===== src/rtl/cpu_io_pkg.sv =====
// Shared constants and address-decode helpers for the CPU I/O bridge.
// Status word layout: held flags in the low bits, FIFO-full flags directly above them.
package cpu_io_pkg;

  localparam int STAT_HELD_LSB = 0;

  function automatic int stat_full_lsb(input int num_ch);
    return num_ch;
  endfunction

  // The bit just above the channel index selects the status word.
  function automatic logic addr_is_status(input logic [7:0] addr, input int ch_bits);
    return addr[ch_bits];
  endfunction

  function automatic logic [7:0] addr_chan(input logic [7:0] addr, input int ch_bits);
    return addr & ((8'd1 << ch_bits) - 8'd1);
  endfunction

endpackage


===== src/rtl/io_fifo.sv =====
// Output FIFO with first-word fall-through: 0-cycle head visibility, 1-cycle push-to-head.
// Backpressure: the caller must gate push on full (unless popping) and pop on empty.
module io_fifo #(
  parameter int DATA_W = 16,
  parameter int DEPTH  = 4
) (
  input  logic              clk,
  input  logic              rst,
  input  logic              push,
  input  logic [DATA_W-1:0] wdata,
  input  logic              pop,
  output logic              full,
  output logic              empty,
  output logic [DATA_W-1:0] head
);

  localparam int AW = $clog2(DEPTH);
  localparam logic [AW:0] FULL_CNT = (AW+1)'(DEPTH);
  localparam logic [AW:0] ONE_CNT  = (AW+1)'(1);

  logic [DATA_W-1:0] mem [DEPTH];
  logic [AW-1:0]     wr_ptr;
  logic [AW-1:0]     rd_ptr;
  logic [AW:0]       count;

  assign full  = (count == FULL_CNT);
  assign empty = (count == '0);
  assign head  = mem[rd_ptr];

  always_ff @(posedge clk or posedge rst) begin
    if (rst) begin
      wr_ptr <= '0;
      rd_ptr <= '0;
      count  <= '0;
    end else begin
      if (push) wr_ptr <= wr_ptr + 1'b1;
      if (pop)  rd_ptr <= rd_ptr + 1'b1;
      case ({push, pop})
        2'b10:   count <= count + ONE_CNT;
        2'b01:   count <= count - ONE_CNT;
        default: count <= count;
      endcase
    end
  end

  // Storage is deliberately left unreset; head is only meaningful while non-empty.
  always_ff @(posedge clk) begin
    if (push) mem[wr_ptr] <= wdata;
  end

endmodule


===== src/rtl/cpu_io.sv =====
// CPU-facing bridge: writes feed per-channel output FIFOs, reads drain per-channel input holding registers.
// Read data registered (1 cycle); cpu_stall is combinational when the target FIFO is full or the holding register empty.
module cpu_io
  import cpu_io_pkg::*;
#(
  parameter int DATA_W = 16,
  parameter int NUM_CH = 4,
  parameter int DEPTH  = 4
) (
  input  logic                       clk,
  input  logic                       rst,
  input  logic [$clog2(NUM_CH):0]    cpu_addr,
  input  logic                       cpu_wr,
  input  logic [DATA_W-1:0]          cpu_wdata,
  input  logic                       cpu_rd,
  output logic [DATA_W-1:0]          cpu_rdata,
  output logic                       cpu_stall,
  output logic [NUM_CH*DATA_W-1:0]   out_data,
  output logic [NUM_CH-1:0]          out_valid,
  input  logic [NUM_CH-1:0]          out_ready,
  input  logic [NUM_CH*DATA_W-1:0]   in_data,
  input  logic [NUM_CH-1:0]          in_valid,
  output logic [NUM_CH-1:0]          in_ready
);

  localparam int CW = $clog2(NUM_CH);

  logic              addr_st;
  logic [CW-1:0]     addr_ch;
  logic              wr_en;
  logic              rd_en;
  logic              wr_stall;
  logic              rd_stall;
  logic              rd_ch_acc;
  logic [NUM_CH-1:0] fifo_full;
  logic [NUM_CH-1:0] fifo_empty;
  logic [NUM_CH-1:0] push;
  logic [NUM_CH-1:0] pop;
  logic [NUM_CH-1:0] held;
  logic [NUM_CH-1:0] rd_sel;
  logic [NUM_CH-1:0] capture;
  logic [DATA_W-1:0] hold_reg [NUM_CH];
  logic [DATA_W-1:0] status_word;

  assign addr_st = addr_is_status(8'(cpu_addr), CW);
  assign addr_ch = CW'(addr_chan(8'(cpu_addr), CW));

  // A write always takes priority, so a read only counts when no write is present.
  assign wr_en     = cpu_wr & ~addr_st;
  assign rd_en     = cpu_rd & ~cpu_wr;
  assign wr_stall  = wr_en & fifo_full[addr_ch] & ~pop[addr_ch];
  assign rd_stall  = rd_en & ~addr_st & ~held[addr_ch];
  assign rd_ch_acc = rd_en & ~addr_st & held[addr_ch];
  assign cpu_stall = wr_stall | rd_stall;

  for (genvar i = 0; i < NUM_CH; i++) begin : g_ch
    assign pop[i]       = ~fifo_empty[i] & out_ready[i];
    assign push[i]      = wr_en & ~wr_stall & (addr_ch == CW'(i));
    assign rd_sel[i]    = rd_ch_acc & (addr_ch == CW'(i));
    assign in_ready[i]  = ~held[i] | rd_sel[i];
    assign capture[i]   = in_valid[i] & in_ready[i];
    assign out_valid[i] = ~fifo_empty[i];

    io_fifo #(
      .DATA_W (DATA_W),
      .DEPTH  (DEPTH)
    ) u_fifo (
      .clk   (clk),
      .rst   (rst),
      .push  (push[i]),
      .wdata (cpu_wdata),
      .pop   (pop[i]),
      .full  (fifo_full[i]),
      .empty (fifo_empty[i]),
      .head  (out_data[i*DATA_W +: DATA_W])
    );
  end

  always_comb begin
    status_word = '0;
    for (int i = 0; i < NUM_CH; i++) begin
      status_word[STAT_HELD_LSB + i]         = held[i];
      status_word[stat_full_lsb(NUM_CH) + i] = fifo_full[i];
    end
  end

  always_ff @(posedge clk or posedge rst) begin
    if (rst) begin
      held      <= '0;
      cpu_rdata <= '0;
    end else begin
      // A refill on the same edge as a read keeps the register occupied.
      for (int i = 0; i < NUM_CH; i++) begin
        if (capture[i])     held[i] <= 1'b1;
        else if (rd_sel[i]) held[i] <= 1'b0;
      end
      if (rd_en & addr_st) cpu_rdata <= status_word;
      else if (rd_ch_acc)  cpu_rdata <= hold_reg[addr_ch];
    end
  end

  always_ff @(posedge clk) begin
    for (int i = 0; i < NUM_CH; i++) begin
      if (capture[i]) hold_reg[i] <= in_data[i*DATA_W +: DATA_W];
    end
  end

endmodule

===== config.mk =====
export PLATFORM = sky130hd
export DESIGN_NAME = cpu_io
export DESIGN_NICKNAME = d
export VERILOG_FILES = /design/src/rtl/cpu_io_pkg.sv /design/src/rtl/io_fifo.sv /design/src/rtl/cpu_io.sv
export SDC_FILE = /design/constraint.sdc
export NUM_CORES = 1
export LEC_CHECK = 0
export BUFFER_PORTS_ARGS = -buffer_cell sky130_fd_sc_hd__buf_2
export CAP_MARGIN = 20
export CORE_ASPECT_RATIO = 1.4
export CORE_UTILIZATION = 62
export CTS_CLUSTER_SIZE = 30
export DETAILED_ROUTE_END_ITERATION = 16
export PLACE_DENSITY = 0.92
export SYNTH_ARGS = -nofsm -noshare
export SYNTH_HDL_FRONTEND = slang
export SYNTH_SLANG_ARGS = --single-unit

===== constraint.sdc =====
create_clock -name clk -period 3.8 [get_ports clk]
set_clock_uncertainty 0.15 [all_clocks]
set_input_delay 0.19 -clock clk [delete_from_list [all_inputs] [get_ports clk]]
set_output_delay 0.19 -clock clk [all_outputs]
set_load 0.005 [all_outputs]

# --- Word-level counts from Yosys, hierarchy flattened ---
# Memories as Yosys holds them, arrays and structs flattened.
# Cells that the tools add are included.
classes:
  addsub: 16
  order_cmp: 1
  eq_ne: 15
  n_mux: 36
  bitwise_logic: 43
  n_reduce_logical: 14
ops:
  columns: ["operator", "count"]
  rows:
  - ["two-way mux 16 bit", 2]
  - ["two-way mux 1 bit", 27]
  - ["AND 1 bit", 25]
  - ["one-hot mux 3 bit (2 select lines)", 4]
  - ["nonzero test 2 bit", 9]
  - ["adder 2 x 1 -> 2 bit (second input constant)", 8]
  - ["inverter 1 bit", 13]
  - ["adder 3 x 1 -> 3 bit (second input constant)", 4]
  - ["equality test 2 bit (second input constant)", 6]
  - ["equality test 3 bit (second input constant)", 4]
  - ["zero test 3 bit", 4]
  - ["subtractor 3 x 1 -> 3 bit (second input constant)", 4]
  - ["equality test 2 x 1 -> 1 bit (second input constant)", 5]
  - ["binary-select mux 1 bit (select 2 bit)", 3]
  - ["OR 1 bit", 5]
  - ["< comparator 2 x 3 -> 1 bit (second input constant)", 1]
  - ["zero test 2 bit", 1]
totals:
  reg_bits: 48
  mem_bits_rw: 320
  in_bits: 95
  output_inout_bits: 89
  wordCells: 147
  mem_count: 5
mem_list:
  columns: ["memory", "depth", "width", "rd", "rd_clocked_by_memory_dff", "wr", "line_no", "rtl"]
  rows:
  - ["g_ch[0].u_fifo.mem", 4, 16, 1, 0, 1, "io_fifo.sv:21", "logic [DATA_W-1:0] mem [DEPTH];"]
  - ["g_ch[1].u_fifo.mem", 4, 16, 1, 0, 1, "io_fifo.sv:21", null]
  - ["g_ch[2].u_fifo.mem", 4, 16, 1, 0, 1, "io_fifo.sv:21", null]
  - ["g_ch[3].u_fifo.mem", 4, 16, 1, 0, 1, "io_fifo.sv:21", null]
  - ["hold_reg", 4, 16, 1, 0, 4, "cpu_io.sv:42", "logic [DATA_W-1:0] hold_reg [NUM_CH];"]

# --- Depth between registers and ports, before layout ---
# Gate-level depths: netlist of run 1.
logic_depth:
  depth_word: 12
  depth_mapped: 10
  mapped_depth_nobuf: 10

# --- By module ---
# A second synthesis of run 1 with hierarchy kept.
unflattened:
  hier_cells: 692
  area_unflattened_um2: 14540.2
by_module_without_submodules:
  columns: ["module", "n_inst", "cells_each", "area_per_inst_um2", "seq_area_each_um2"]
  rows:
  - ["io_fifo", 4, 121, 2752.6, 2097.0]
  - ["cpu_io", 1, 208, 3529.6, 2422.3]

# --- Worst setup path after synthesis of run 1 ---
# Ideal clock, no wire load.
synth_path:
  kind: "register -> register"
  startpoint: "register g_ch[1].u_fifo.count[0]"
  endpoint: "register g_ch[1].u_fifo.count[2]"
  setup_ns: 0.079
  t_arrival_ns: 2.310
  required_time_ns: 3.571
  path_slack_ns: 1.260
  stages_incl_launch_ff: 10
  n_path_buf: 0
  synth_period_minus_slack_ns: 2.540
  path_cell_list: "dfrtp_1 > o31a_1 > mux2_2 > o31ai_4 > ha_1 > inv_1 > fa_1 > xor2_1 > nor2_1 > xor2_1"
synth_via:
  elab_chain_cells: 12
  word_cells_on_any_way: 20
  classes_between: "2 x add/sub; 3 x eq/ne; 5 x mux; 8 x bitwise; 2 x reduce/logical"
synth_lines:
  columns: ["element", "line_no", "rtl"]
  rows:
  - ["from (decl)", "io_fifo.sv:24", "logic [AW:0] count;"]
  - ["from (signal assigned)", "io_fifo.sv:39", "2'b10: count <= count + ONE_CNT;"]
  - ["from (signal assigned)", "io_fifo.sv:40", "2'b01: count <= count - ONE_CNT;"]
  - ["from (signal assigned)", "io_fifo.sv:41", "default: count <= count;"]
  - ["zero test 3 bit *", "io_fifo.sv:27", "assign empty = (count == '0);"]
  - ["inverter 1 bit *", "cpu_io.sv:57", "assign pop[i] = ~fifo_empty[i] & out_ready[i];"]
  - ["AND 1 bit *", "cpu_io.sv:57", null]
  - ["net g_ch[1].u_fifo.pop", "io_fifo.sv:11", "input logic pop,"]
  - ["binary-select mux 1 bit (select 2 bit)", "cpu_io.sv:51", "assign wr_stall = wr_en & fifo_full[addr_ch] & ~pop[addr_ch];"]
  - ["two-way mux 1 bit (not written as such)", "cpu_io.sv:51", null]
  - ["inverter 1 bit", "cpu_io.sv:51", null]
  - ["AND 1 bit", "cpu_io.sv:51", null]
  - ["inverter 1 bit", "cpu_io.sv:58", "assign push[i] = wr_en & ~wr_stall & (addr_ch == CW'(i));"]
  - ["AND 1 bit (2 in a row)", "cpu_io.sv:58", null]
  - ["equality test 2 x 1 -> 1 bit or equality test 2 bit (tied branches)", "io_fifo.sv:38", "case ({push, pop})"]
  - ["one-hot mux 3 bit (2 select lines) or nonzero test 2 bit (tied branches)", null, null]
# Mark *: on every way through the listed nets, which the timed path passes. The rest lies on a longest branch. The select of a mux whose other input is x is not followed.
# A chain may end at the register's enable or synchronous reset.

# --- Worst setup path after layout of run 1 ---
layout_path:
  startpoint: "input cpu_addr[1]"
  endpoint: "register cpu_rdata[14]"
layout_via:
  elab_chain_cells: 4
  word_cells_on_any_way: 7
  classes_between: "4 x mux; 1 x bitwise; 1 x reduce/logical; 1 x memory"
layout_lines:
  columns: ["element", "line_no", "rtl"]
  rows:
  - ["from (decl)", "cpu_io.sv:12", "input logic [$clog2(NUM_CH):0] cpu_addr,"]
  - ["binary-select mux 1 bit (select 2 bit)", "cpu_io.sv:53", "assign rd_ch_acc = rd_en & ~addr_st & held[addr_ch];"]
  - ["two-way mux 1 bit (not written as such)", "cpu_io.sv:53", null]
  - ["AND 1 bit", "cpu_io.sv:53", null]
  - ["nonzero test 2 bit (no source line)", null, null]
  - ["to (signal assigned)", "cpu_io.sv:97", "if (rd_en & addr_st) cpu_rdata <= status_word;"]
  - ["to (signal assigned)", "cpu_io.sv:98", "else if (rd_ch_acc) cpu_rdata <= hold_reg[addr_ch];"]
  - ["to (decl)", "cpu_io.sv:16", "output logic [DATA_W-1:0] cpu_rdata,"]
# Several ways; a longest one is shown, not always the timed one. The select of a mux whose other input is x is not followed.

==> results of run 1 <==
==> layer usage <==
layer	global-route usage	routed length (um)
met3	0.05156	2230
met1	0.3452	11590
met5	0	0
met4	0.1330	1498
met2	0.5247	18260
==> power by group <==
| part | total, W | switching, W | internal (W) |
|---|---|---|---|
| Sequential | 0.00507 | 0.000400 | 0.00467 |
| Combinational | 0.00247 | 0.00108 | 0.00139 |
| Clock | 0.00327 | 0.00146 | 0.00181 |
==> worst max-delay path: stages <==
cell	delay, ns
dlygate4sd3_1	0.53
buf_2	0.23
buf_4	0.35
mux4_2	0.30
nor4bb_4	0.72
dlygate4sd3_1	0.69
nand2_1	0.07
o21ai_0	0.07
==> stage by stage <==
stage	power [W]	utilization	std cells	setup WS (ns)	area, um^2
global route	0.01123	0.7782	1298	0.8522	17530
CTS	0.01068	0.7722	1291	0.9480	17400
finish	0.01081	0.7782	1298	0.9146	17530
global placement	0.007254	0.6854	1140	1.180	15440
floorplan	0.006486	-	678	1.260	14250
detailed placement	0.007348	0.6854	1140	1.064	15440
==> placed cells by master, fill, tap and decap left out, drive strengths merged, types with 8 or more instances in the layout <==
master	n
edfxtp	320
buf	193
dlygate4sd3	91
mux4	81
dfrtp	48
clkbuf	44
inv	29
nand2	24
ha	20
nor2	15
and2	14
xnor2	13
mux2i	12
o21ai	12
xor2	11
clkinv	11
a21oi	8
and3	8
==> area by class of cell <==
type	count	area [um^2]
flip-flops and latches	368	10810
fillers	1133	4997
multi-input cells	257	3203
repair buffers	284	1994
clock buffers	44	930.9
well taps	301	376.6
clock inverters	16	112.6
inverters	26	97.59
diodes	2	5.005
==> kinds of logic after synthesis <==
family / count (synthesis) / synth area share
AO/OA/AOI/OAI: 31 / 0.01616
flip-flops: 368 / 0.7586
adder cells (fa/ha/maj): 24 / 0.02318
AND/OR/NAND/NOR: 81 / 0.03108
multiplexers: 97 / 0.1396
XOR/XNOR: 24 / 0.01475
buffers and inverters: 53 / 0.01659
==> path summary, 6_finish.rpt <==
kind	from	end	slack [ns]
hold reg to reg	g_ch[2].u_fifo.count[2]$_DFFE_PP0P_	g_ch[2].u_fifo.count[2]$_DFFE_PP0P_	0.35
hold / removal	out_ready[3]	g_ch[3].u_fifo.rd_ptr[0]$_DFFE_PP0P_	0.01
min in group asynchronous	rst	g_ch[1].u_fifo.rd_ptr[1]$_DFFE_PP0P_	0.02
setup / recovery	cpu_addr[1]	cpu_rdata[14]$_DFFE_PP0P_	0.91
max in group asynchronous	rst	g_ch[3].u_fifo.rd_ptr[1]$_DFFE_PP0P_	2.99
setup reg to reg	g_ch[1].u_fifo.count[0]$_DFFE_PP0P_	g_ch[1].u_fifo.count[2]$_DFFE_PP0P_	1.03
==> results.json, run 1 <==
{
  "largest_register_ffs": 256,
  "cts_tree": "done",
  "clk_pin_slew_worst_paths_ns": 0.06,
  "syn-num-nets": 797,
  "synth_commonest_cells": "edfxtp_1, mux4_2, dfrtp_1",
  "power_density_nw_per_um2": 616.8,
  "core_um2": 22530,
  "drv_cap": 0,
  "cts_resized": 0,
  "async_flop_share": 0.1304,
  "routed_wl_um": 33570,
  "cts_sinks": 368,
  "start_kind": "primary input",
  "ys_seq_area_frac": 0.7586,
  "rows": 65,
  "initial_core_util": 0.6325,
  "crit_path_end_kind": "register",
  "cts.path.max_buffers": 3,
  "cts_made_buffers": 34,
  "cts_root_buf": "clkbuf_16",
  "die_w_um": 130.1,
  "holdBufCountCts": 91,
  "first_iter_violations": 591,
  "dr_total_vias": 7763,
  "path_class": "primary input to register",
  "post_cts_buffers": 0,
  "fin_crit_ns": 2.885,
  "synthesis.area_um2": 14250,
  "nets": 1090,
  "gp_congestion": 0.7783,
  "io_buffers": 183,
  "dr.pass1.iters": 4,
  "synth_area_leaders": "edfxtp_1, mux4_2, dfrtp_1",
  "synth_top_area_frac": 0.6743,
  "grt_overflow": 0,
  "grt_pass1_vias": 8183,
  "slew_viol_final": 0,
  "die_area_um2": 23600,
  "hpwl_um": 18870,
  "grt_max_degree": 49,
  "ys_types": 40,
  "finalSetupTns_ns": 0,
  "yosys_warnings": 0,
  "cp.arrival_ns": 3.16,
  "ios": 184,
  "die_height_um": 181.4,
  "reg2reg_depth": 9,
  "synth_ff_type": "edfxtp_1",
  "grt_pass1_wl_um": 49220,
  "min_period_over_period": 0.7593,
  "htreeDepth": 2,
  "postRouteAntennaNets": 0,
  "tightest_slew_ns": 0.9777,
  "clock_latency_ns": 0.51,
  "grt_usage": 0.2948,
  "post_drt_via_cell_ratio": 5.981,
  "synth.most_common_cell": "edfxtp_1",
  "area.growth.synth_to_final_pct": 23.02,
  "min_path_type": "primary input to register",
  "relSlewSlack": 0.3463,
  "setup_viol": 0,
  "antenna_found_initial": 1,
  "synthCells": 678,
  "hold_viol_final": 0,
  "required_ns": 4.08,
  "synth_edf_count": 320,
  "grt_setup_unrepaired": "false",
  "whs_path_depth": 3,
  "cp_max_fo": 21,
  "p_leak_nw": 6.343,
  "layout-drive-gt1-share": 0.3286,
  "fmaxAchievable_ghz": 0.3466,
  "drc": 0,
  "peakVddDrop_mv": 0.3984,
  "avgSynthCellArea_um2": 21.02,
  "ys_seq_elements": 368,
  "whs_ns": 0.01467,
  "status": "completed",
  "yosys.area.top_type": "edfxtp_1",
  "routedWlPerCell_um": 25.87
}
Note: power is estimated with default switching activity, not from simulation.
==> inputs of run 2 (changes only) <==
Settings changed: CORE_UTILIZATION 62 to 57, PLACE_DENSITY 0.92 to 0.86.
Clock period 3.8 ns to 2.72 ns, I/O delays scaled along.
==> results.json, run 2 (synthesized netlist as in run 1, its figures left out) <==
{
  "status": "completed",
  "whs_path_depth": 2,
  "fin_ws_ns": 0.1319,
  "drv_cap": 0,
  "crit_path_end_kind": "register",
  "power_frac_seq": 0.477,
  "r2r_end": "g_ch[1].u_fifo.count[2]$_DFFE_PP0P_",
  "cts_sinks": 368,
  "area.growth.synth_to_final_pct": 23.70,
  "cts_tree": "done",
  "min_path_type": "primary input to register",
  "die_area_um2": 25640,
  "final_cell_mix": "edfxtp_1, buf_2, dlygate4sd3_1",
  "fillerInstances": 1390,
  "seqCellArea_um2": 10810,
  "core_um2": 24590,
  "grt_usage": 0.2682,
  "clock_latency_ns": 0.56,
  "start_kind": "register",
  "final_area_um2": 17630,
  "setup_viol": 0,
  "largest_register_ffs": 256,
  "die_height_um": 189.1,
  "routed_wl_um": 33510,
  "antenna_found_initial": 1,
  "reg2reg_slack_ns": 0.13,
  "routedWlPerCell_um": 25.08,
  "worstHoldStart": "in_data[47]",
  "min_to": "hold_reg[2][15]$_DFFE_PP_",
  "required_ns": 3.05,
  "hold_viol_final": 0,
  "grt_overflow": 0,
  "htreeDepth": 1,
  "drc": 0,
  "post_drt_via_cell_ratio": 5.713,
  "finalSetupTns_ns": 0,
  "critPathSlowestCell": "dfrtp_1",
  "fmaxAchievable_ghz": 0.3864,
  "slew_viol_final": 0,
  "first_iter_violations": 485,
  "fin_crit_ns": 2.588,
  "power_density_nw_per_um2": 834.1,
  "cts.path.max_buffers": 3,
  "crit_chain": "o31a_1 -> mux2_4 -> o31ai_4 -> ha_2 -> inv_1 -> fa_1 -> xor2_1 -> nor2_1 -> xor2_1",
  "crit_buf_inv": 1,
  "path_class": "register to register",
  "place_area_um2": 15640,
  "cts_made_buffers": 31,
  "cpLargestDelayFamily": "adder cells",
  "initial_core_util": 0.5795,
  "combPwrFrac": 0.230,
  "dr.pass1.iters": 7,
  "grt_setup_unrepaired": "false",
  "cp.arrival_ns": 2.92,
  "clkPwrFrac": 0.293,
  "rr_startpoint": "g_ch[3].u_fifo.count[1]$_DFFE_PP0P_",
  "tightest_slew_ns": 0.8988,
  "multi_input_area_um2": 3219,
  "io_buffers": 183,
  "gp_congestion": 0.7721,
  "die_w_um": 135.6,
  "cts_root_buf": "clkbuf_16",
  "whs_ns": 0.1403,
  "peakVddDrop_mv": 0.6082,
  "nets": 1114,
  "place_ws_ns": 0.005568,
  "p_sw_w": 0.004023,
  "final_common_cell": "edfxtp_1",
  "postRouteAntennaNets": 0,
  "clk_pin_slew_worst_paths_ns": 0.07,
  "grt_pass1_wl_um": 49690,
  "reg2reg_depth": 9,
  "hpwl_um": 18890,
  "cpMostUsedCell": "xor2_1",
  "p_sw_frac": 0.2736,
  "p_leak_nw": 6.419,
  "p_int_w": 0.01068,
  "dr_total_vias": 7633,
  "rows": 68,
  "min_period_over_period": 0.9515,
  "grt_max_degree": 49,
  "ios": 184,
  "layout-drive-gt1-share": 0.3490,
  "grt_pass1_vias": 8371,
  "critPathMaxStageDelay_ns": 0.42,
  "cp_max_fo": 4,
  "relSlewSlack": 0.4008
}
## run 2: worst reg2reg max path: cells and delay by family (launching register included)
family	cells	cell delay [ns]
adders and majority gates	2	0.60
muxes	1	0.31
xor gates and xnor gates	2	0.30
AOI/OAI and AO/OA	2	0.58
DFF	1	0.42
buffers and inverters	1	0.05
and+or+nand+nor	1	0.11
## run 2: worst max path at each step
stage	from	end	slack [ns]	cells after the start
3_3_place_gp	g_ch[1].u_fifo.count[0]$_DFFE_PP0P_	g_ch[1].u_fifo.count[2]$_DFFE_PP0P_	0.1	10
4_1_cts	g_ch[3].u_fifo.count[0]$_DFFE_PP0P_	g_ch[1].u_fifo.count[2]$_DFFE_PP0P_	0.002	9
3_5_place_dp	g_ch[1].u_fifo.count[0]$_DFFE_PP0P_	g_ch[1].u_fifo.count[2]$_DFFE_PP0P_	0.006	10
2_1_floorplan	g_ch[1].u_fifo.count[0]$_DFFE_PP0P_	g_ch[1].u_fifo.count[2]$_DFFE_PP0P_	0.18	9
6_report	g_ch[3].u_fifo.count[1]$_DFFE_PP0P_	g_ch[1].u_fifo.count[2]$_DFFE_PP0P_	0.13	9
5_1_grt	g_ch[3].u_fifo.count[1]$_DFFE_PP0P_	g_ch[1].u_fifo.count[2]$_DFFE_PP0P_	0.01	9
## run 2: through the flow
| step | util | power [W] | cells |
|---|---|---|---|
| 2_1_floorplan | - | 0.009061 | 678 |
| 3_3_place_gp | 0.6360 | 0.01020 | 1178 |
| 3_5_place_dp | 0.6360 | 0.01033 | 1178 |
| 4_1_cts | 0.7145 | 0.01473 | 1331 |
| 5_1_grt | 0.7169 | 0.01532 | 1336 |
| 6_report | 0.7169 | 0.01470 | 1336 |
## run 2: final cells by class
cell class                 count  area share
tap                          315     0.02236
multi-input combinational    257      0.1826
clock buffer                  41     0.04614
clock inverter                17    0.009086
antenna                        1   0.0001420
sequential                   368      0.6133
timing repair buffer         311      0.1208
inverter                      26    0.005537
## run 2: power by group through the flow
stage	Sequential, W	Clock (W)	Combinational [W]
after global routing	0.00706	0.00457	0.00369
after CTS	0.00700	0.00433	0.00339
after detailed placement	0.00710	0	0.00323
after floorplan	0.00681	0	0.00225
final	0.00701	0.00431	0.00338
after global placement	0.00706	0	0.00314
## run 2: metal layers
layer | wire length, um | part of all wire | up-vias | global-route usage
met5 | 0 | 0 | - | 0
met4 | 777 | 0.023 | 0 | 0.07519
met3 | 2119 | 0.063 | 53 | 0.04043
met2 | 19070 | 0.57 | 377 | 0.5149
met1 | 11530 | 0.34 | 3894 | 0.3022
li1 | - | - | 3309 | -
## run 2: timing repair
| action | 4_1_cts | 5_1_grt |
|---|---|---|
| pin swaps | 0 | 3 |
| gates resized for setup | 1 | 3 |
| hold endpoints to repair | 392 | 13 |
| setup endpoints to repair | 1 | 3 |
| hold buffers | 95 | 2 |
| buffers inserted | 0 | 2 |
